==> src/rtl/lamp_pkg.sv <==
// rtl/lamp_pkg.sv - shared lamp encodings, durations, TX state enum and ring helpers
package lamp_pkg;

  typedef enum logic [1:0] {
    C_OFF    = 2'd0,
    C_WHITE  = 2'd1,
    C_SUN    = 2'd2,
    C_YELLOW = 2'd3
  } color_e;

  localparam logic [3:0] LED_W = 4'b0011;
  localparam logic [3:0] LED_S = 4'b0110;
  localparam logic [3:0] LED_Y = 4'b1100;
  localparam logic [3:0] LED_N = 4'b0000;

  localparam int DUR_SHORT = 10000;
  localparam int DUR_LONG  = 100000;
  localparam int PHASE_W   = 20;

  typedef enum logic [1:0] {
    S_IDLE    = 2'd0,
    S_HIGH    = 2'd1,
    S_LOW     = 2'd2,
    S_OFFWAIT = 2'd3
  } tx_state_e;

  // Lit colors sit on a ring W=0, S=1, Y=2; OFF maps to 0 and is never stepped from.
  function automatic logic [1:0] color_to_ring(input logic [1:0] c);
    return (c == 2'd0) ? 2'd0 : c - 2'd1;
  endfunction

  function automatic logic [1:0] ring_to_color(input logic [1:0] r);
    return r + 2'd1;
  endfunction

  function automatic logic [1:0] ring_steps(input logic [1:0] from_c, input logic [1:0] to_c);
    logic [1:0] a;
    logic [1:0] b;
    a = color_to_ring(to_c);
    b = color_to_ring(from_c);
    return (a >= b) ? a - b : a + 2'd3 - b;
  endfunction

  function automatic logic [1:0] ring_next(input logic [1:0] c);
    logic [1:0] r;
    r = color_to_ring(c);
    return ring_to_color((r == 2'd2) ? 2'd0 : r + 2'd1);
  endfunction

endpackage

==> src/rtl/lamp_switch_tx_phase_timer.sv <==
// rtl/lamp_switch_tx_phase_timer.sv - loadable 20-bit down-counter timing every TX phase
import lamp_pkg::*;

module phase_timer (
  input  logic               clk,
  input  logic               rst_n,
  input  logic               load,
  input  logic [PHASE_W-1:0] value,
  output logic               expire
);

  logic [PHASE_W-1:0] cnt_q;

  // Counts down to 1 and parks there; expire marks the last cycle of a phase.
  always_ff @(posedge clk or negedge rst_n) begin
    if (!rst_n) begin
      cnt_q <= '0;
    end else if (load) begin
      cnt_q <= value;
    end else if (cnt_q > 20'd1) begin
      cnt_q <= cnt_q - 20'd1;
    end
  end

  assign expire = (cnt_q == 20'd1);

endmodule

==> src/rtl/lamp_switch_tx.sv <==
// rtl/lamp_switch_tx.sv - steps the open-loop lamp controller to a requested color via fake_switch
import lamp_pkg::*;

module lamp_switch_tx #(
  parameter int GAP_CYC        = 2,
  parameter int HOLD_CYC       = 2,
  parameter int OFF_WAIT_SHORT = 10004,
  parameter int OFF_WAIT_LONG  = 100004
) (
  input  logic       Div_CLK,
  input  logic       Sys_RST,
  input  logic       req,
  input  logic [1:0] target,
  input  logic       dur_sel,
  output logic       fake_switch,
  output logic       busy,
  output logic       done,
  output logic [1:0] cur_color
);

  tx_state_e          state_q, state_d;
  logic [1:0]         steps_q, steps_d;
  logic [1:0]         color_q, color_d;
  logic               fs_q, fs_d;
  logic               busy_q, busy_d;
  logic               done_q, done_d;
  logic               tmr_load;
  logic [PHASE_W-1:0] tmr_val;
  logic               tmr_expire;

  phase_timer u_timer (
    .clk    (Div_CLK),
    .rst_n  (Sys_RST),
    .load   (tmr_load),
    .value  (tmr_val),
    .expire (tmr_expire)
  );

  always_comb begin
    state_d  = state_q;
    steps_d  = steps_q;
    color_d  = color_q;
    done_d   = 1'b0;
    tmr_load = 1'b0;
    tmr_val  = 20'(HOLD_CYC);
    case (state_q)
      S_IDLE: begin
        if (req) begin
          if (target == C_OFF) begin
            if (color_q == C_OFF) begin
              done_d = 1'b1;
            end else begin
              state_d  = S_OFFWAIT;
              tmr_load = 1'b1;
              tmr_val  = dur_sel ? 20'(OFF_WAIT_LONG) : 20'(OFF_WAIT_SHORT);
            end
          end else if (color_q == C_OFF) begin
            // The first high edge wakes the lamp into WHITE; remaining steps count from there.
            state_d  = S_HIGH;
            steps_d  = ring_steps(C_WHITE, target) + 2'd1;
            tmr_load = 1'b1;
            tmr_val  = 20'(HOLD_CYC);
          end else if (ring_steps(color_q, target) == 2'd0) begin
            done_d = 1'b1;
          end else begin
            state_d  = S_LOW;
            steps_d  = ring_steps(color_q, target);
            tmr_load = 1'b1;
            tmr_val  = 20'(GAP_CYC);
          end
        end
      end
      S_HIGH: begin
        if (tmr_expire) begin
          steps_d = steps_q - 2'd1;
          color_d = (color_q == C_OFF) ? C_WHITE : ring_next(color_q);
          if (steps_q == 2'd1) begin
            state_d = S_IDLE;
            done_d  = 1'b1;
          end else begin
            state_d  = S_LOW;
            tmr_load = 1'b1;
            tmr_val  = 20'(GAP_CYC);
          end
        end
      end
      S_LOW: begin
        if (tmr_expire) begin
          state_d  = S_HIGH;
          tmr_load = 1'b1;
          tmr_val  = 20'(HOLD_CYC);
        end
      end
      S_OFFWAIT: begin
        if (tmr_expire) begin
          state_d = S_IDLE;
          color_d = C_OFF;
          done_d  = 1'b1;
        end
      end
      default: state_d = S_IDLE;
    endcase
  end

  always_comb begin
    fs_d   = fs_q;
    busy_d = (state_d != S_IDLE);
    case (state_d)
      S_HIGH:            fs_d = 1'b1;
      S_LOW, S_OFFWAIT:  fs_d = 1'b0;
      default:           fs_d = fs_q;
    endcase
  end

  always_ff @(posedge Div_CLK or negedge Sys_RST) begin
    if (!Sys_RST) begin
      state_q <= S_IDLE;
      steps_q <= 2'd0;
      color_q <= C_OFF;
      fs_q    <= 1'b0;
      busy_q  <= 1'b0;
      done_q  <= 1'b0;
    end else begin
      state_q <= state_d;
      steps_q <= steps_d;
      color_q <= color_d;
      fs_q    <= fs_d;
      busy_q  <= busy_d;
      done_q  <= done_d;
    end
  end

  assign fake_switch = fs_q;
  assign busy        = busy_q;
  assign done        = done_q;
  assign cur_color   = color_q;

endmodule

==> config.mk <==
export PLATFORM = sky130hd
export DESIGN_NAME = lamp_switch_tx
export DESIGN_NICKNAME = d
export VERILOG_FILES = /design/src/rtl/lamp_pkg.sv /design/src/rtl/lamp_switch_tx_phase_timer.sv /design/src/rtl/lamp_switch_tx.sv
export SDC_FILE = /design/constraint.sdc
export NUM_CORES = 1
export LEC_CHECK = 0
export CORE_MARGIN = 10
export CORE_UTILIZATION = 60
export DETAILED_ROUTE_END_ITERATION = 7
export GPL_TIMING_DRIVEN = 1
export PLACE_DENSITY = 0.8
export SYNTH_ARGS = -nofsm -noshare
export SYNTH_HDL_FRONTEND = slang
export SYNTH_SLANG_ARGS = --single-unit
==> constraint.sdc <==
create_clock -name Div_CLK -period 2.9 [get_ports Div_CLK]
set_input_delay 0.58 -clock Div_CLK [delete_from_list [all_inputs] [get_ports Div_CLK]]
set_output_delay 0.58 -clock Div_CLK [all_outputs]
set_load 0.02 [all_outputs]
==> results of run 1 <==
## power breakdown
group | internal, mW | leakage, nW | switching (mW)
clock network | 0.0912 | 0.0310 | 0.155
registers | 0.551 | 0.358 | 0.204
logic | 0.341 | 0.617 | 0.407
## cell families (layout without fill, tap and decap cells)
| kind of cell | after synthesis | in the layout | synth area share |
|---|---|---|---|
| and+or+nand+nor | 112 | 112 | 0.294 |
| AOI/OAI and AO/OA | 39 | 39 | 0.128 |
| DFF | 29 | 29 | 0.352 |
| buffers and inverters | 27 | 48 | 0.0516 |
| xor gates and xnor gates | 21 | 21 | 0.0893 |
| adders and majority gates | 10 | 10 | 0.0644 |
| muxes | 4 | 4 | 0.0200 |
## Yosys cell counts, types with 3 or more instances
library cell / n / area share
clkbuf_1: 7 / 0.013
inv_1: 15 / 0.027
xnor2_1: 12 / 0.051
nand3_1: 6 / 0.015
nand3b_1: 4 / 0.015
nor3b_1: 4 / 0.015
nor3_1: 14 / 0.034
nand2_1: 21 / 0.038
nor2b_1: 3 / 0.0091
buf_2: 4 / 0.0097
a21oi_1: 11 / 0.027
nand4_1: 4 / 0.012
o21ai_0: 6 / 0.015
xor2_1: 9 / 0.038
mux2i_1: 3 / 0.015
nor4_1: 6 / 0.018
ha_1: 9 / 0.055
o211ai_1: 4 / 0.015
or3_1: 3 / 0.0091
dfrtp_1: 29 / 0.35
o22ai_1: 3 / 0.0091
nand4b_1: 3 / 0.013
nor2_1: 30 / 0.055
## layout make-up
| class | instances | area [um^2] |
|---|---|---|
| Tap cell | 46 | 57.6 |
| Multi-Input combinational cell | 186 | 1230 |
| Clock buffer | 5 | 37.5 |
| Clock inverter | 3 | 17.5 |
| Timing Repair Buffer | 25 | 213 |
| Inverter | 15 | 56.3 |
| Sequential cell | 29 | 726 |
| Fill cell | 281 | 1000 |
## critical path, cell delays in order
cell	delay, ps
clkdlybuf4s50_1	520
buf_4	180
or3b_2	440
o211ai_1	280
a32o_1	230
a21oi_2	90
buf_4	160
o2bb2ai_1	310
a21oi_1	70
## per-stage QoR
step           hold slack (ps)  TNS [ps]  total power [mW]  area (um^2)  cells
6_report                   518         0              1.75         2330    309
5_1_grt                    549         0              1.90         2330    309
4_1_cts                    522         0              1.75         2330    309
3_5_place_dp               505      -288              1.50         2280    301
3_3_place_gp               471     -80.8              1.48         2280    301
2_1_floorplan              284         0              1.31         2060    242
## layer usage
layer / vias up / track usage / wire length [um]
met5: - / 0 / 0
met4: 0 / 0.0358 / 51
met3: 8 / 0.0501 / 223
met2: 40 / 0.244 / 2090
met1: 830 / 0.197 / 2120
li1: 887 / - / -
## final timing paths
path                       cells after the start  slack, ps    startpoint           endpoint
min reg2reg                                    2        520   fake_switch        fake_switch
max reg2reg                                    9        350  cur_color[1]  u_timer.cnt_q[16]
max                                            9        260     target[1]  u_timer.cnt_q[16]
min in group asynchronous                      2        610       Sys_RST  u_timer.cnt_q[10]
max in group asynchronous                      2       2000       Sys_RST       cur_color[0]
min                                            2        520   fake_switch        fake_switch
## state kept, by name (all words and copies together) (netlist names)
signal and flops:
steps_q 2, state_q 2, cur_color 2, done 1, u_timer.cnt_q 20, busy 1
fake_switch 1
==> results.sh, run 1 <==
export IMPL_synth_fp_nets=258
export IMPL_area_growth_pct=13.4
export IMPL_crit_fanout=10
export IMPL_outcome="finished clean"
export IMPL_die_w_um=78.6
export IMPL_ios=11
export IMPL_clk_pin_slew_worst_paths_ps=110
export IMPL_clock_sinks=29
export IMPL_cts_buffer_depth=2
export IMPL_diodes=0
export IMPL_netlist_area_um2=2060
export IMPL_initial_utilization=0.617
export IMPL_dp_slack_ps=-67.0
export IMPL_clock_skew_ps=20.4
export IMPL_hold_buffers=0
export IMPL_cts_root_buffer="clkbuf_4"
export IMPL_yosysWarnings=0
export IMPL_cts_tree="yes"
export IMPL_routed_wl_mm=4.49
export IMPL_die_h_um=78.6
export IMPL_grt_util_all_layers=0.154
export IMPL_drc=0
export IMPL_ant_nets=0
export IMPL_grt_max_degree=30
export IMPL_hold_path_class="flop to flop"
export IMPL_cp_arrival_ps=2860
export IMPL_critPathKind="input port to flop"
export IMPL_synth_cells=242
export IMPL_fin_ws_ps=262
export IMPL_cts_resized=0
export IMPL_required_ps=3130
export IMPL_drive_gt1_frac=0.122
export IMPL_port_buffers=10
export IMPL_max_cap_violations=0
export IMPL_detail_route_vias_per_cell=5.71
export IMPL_synthFlopType="dfrtp_1"
export IMPL_power_density_nw_per_um2=750
export IMPL_syn_area_per_cell_um2=8.51
export IMPL_clk_latency_ps=340
export IMPL_rows=21
export IMPL_slew_viol_final=0
export IMPL_cts_made_buffers=5
export IMPL_synth_edf_count=0
export IMPL_worstSetupEndpointType="flop"
export IMPL_post_drt_wl_per_cell_um=14.5
export IMPL_start_kind="input port"
export IMPL_grt_pass1_wl_mm=7.78
export IMPL_setup_viol=0
export IMPL_ir_drop_mv=0.451
export IMPL_htree_levels=2
export IMPL_ys_ff_latch=29
export IMPL_layout_commonest_cell="nor2_1"
export IMPL_gp_congestion=0.918
export IMPL_coreArea_um2=3340
export IMPL_first_iter_violations=134
export IMPL_min_period_over_period=0.910
export IMPL_synth_distinct_cells=49
export IMPL_period_needed_ps=2640
export IMPL_grt_ovfl_total=0
export IMPL_final_cell_mix="nor2_1 (30), dfrtp_1 (29), nand2_1 (21), inv_1 (15), buf_4 (15)"
export IMPL_antenna_found_initial=0
export IMPL_hold_viol=0
export IMPL_rsz0062_at_grt="no"
export IMPL_ys_seq_area_frac=0.352
export IMPL_hpwl_mm=3.44
export IMPL_cts_setup_buffers=0
export IMPL_clock_fmax_mhz=379
export IMPL_grt_pass1_vias=1637
export IMPL_final_core_util=0.700
export IMPL_maxSlewHeadroom=0.712
export IMPL_vias=1765
export IMPL_p_leak_nw=1.01
export IMPL_firstDrtPassIters=4
export IMPL_layout_nets=278
export IMPL_die_area_um2=6180
export IMPL_async_flop_share=1.00
export IMPL_tightest_slew_ps=433
Note: power is estimated with default switching activity, not from simulation.
==> run 2: changes to the inputs <==
CAP_MARGIN = 20   (was unset)
GPL_TIMING_DRIVEN = unset   (was 1)
==> results of run 2 <==
The final DEF is identical to that of run 1; final timing and power are the same.
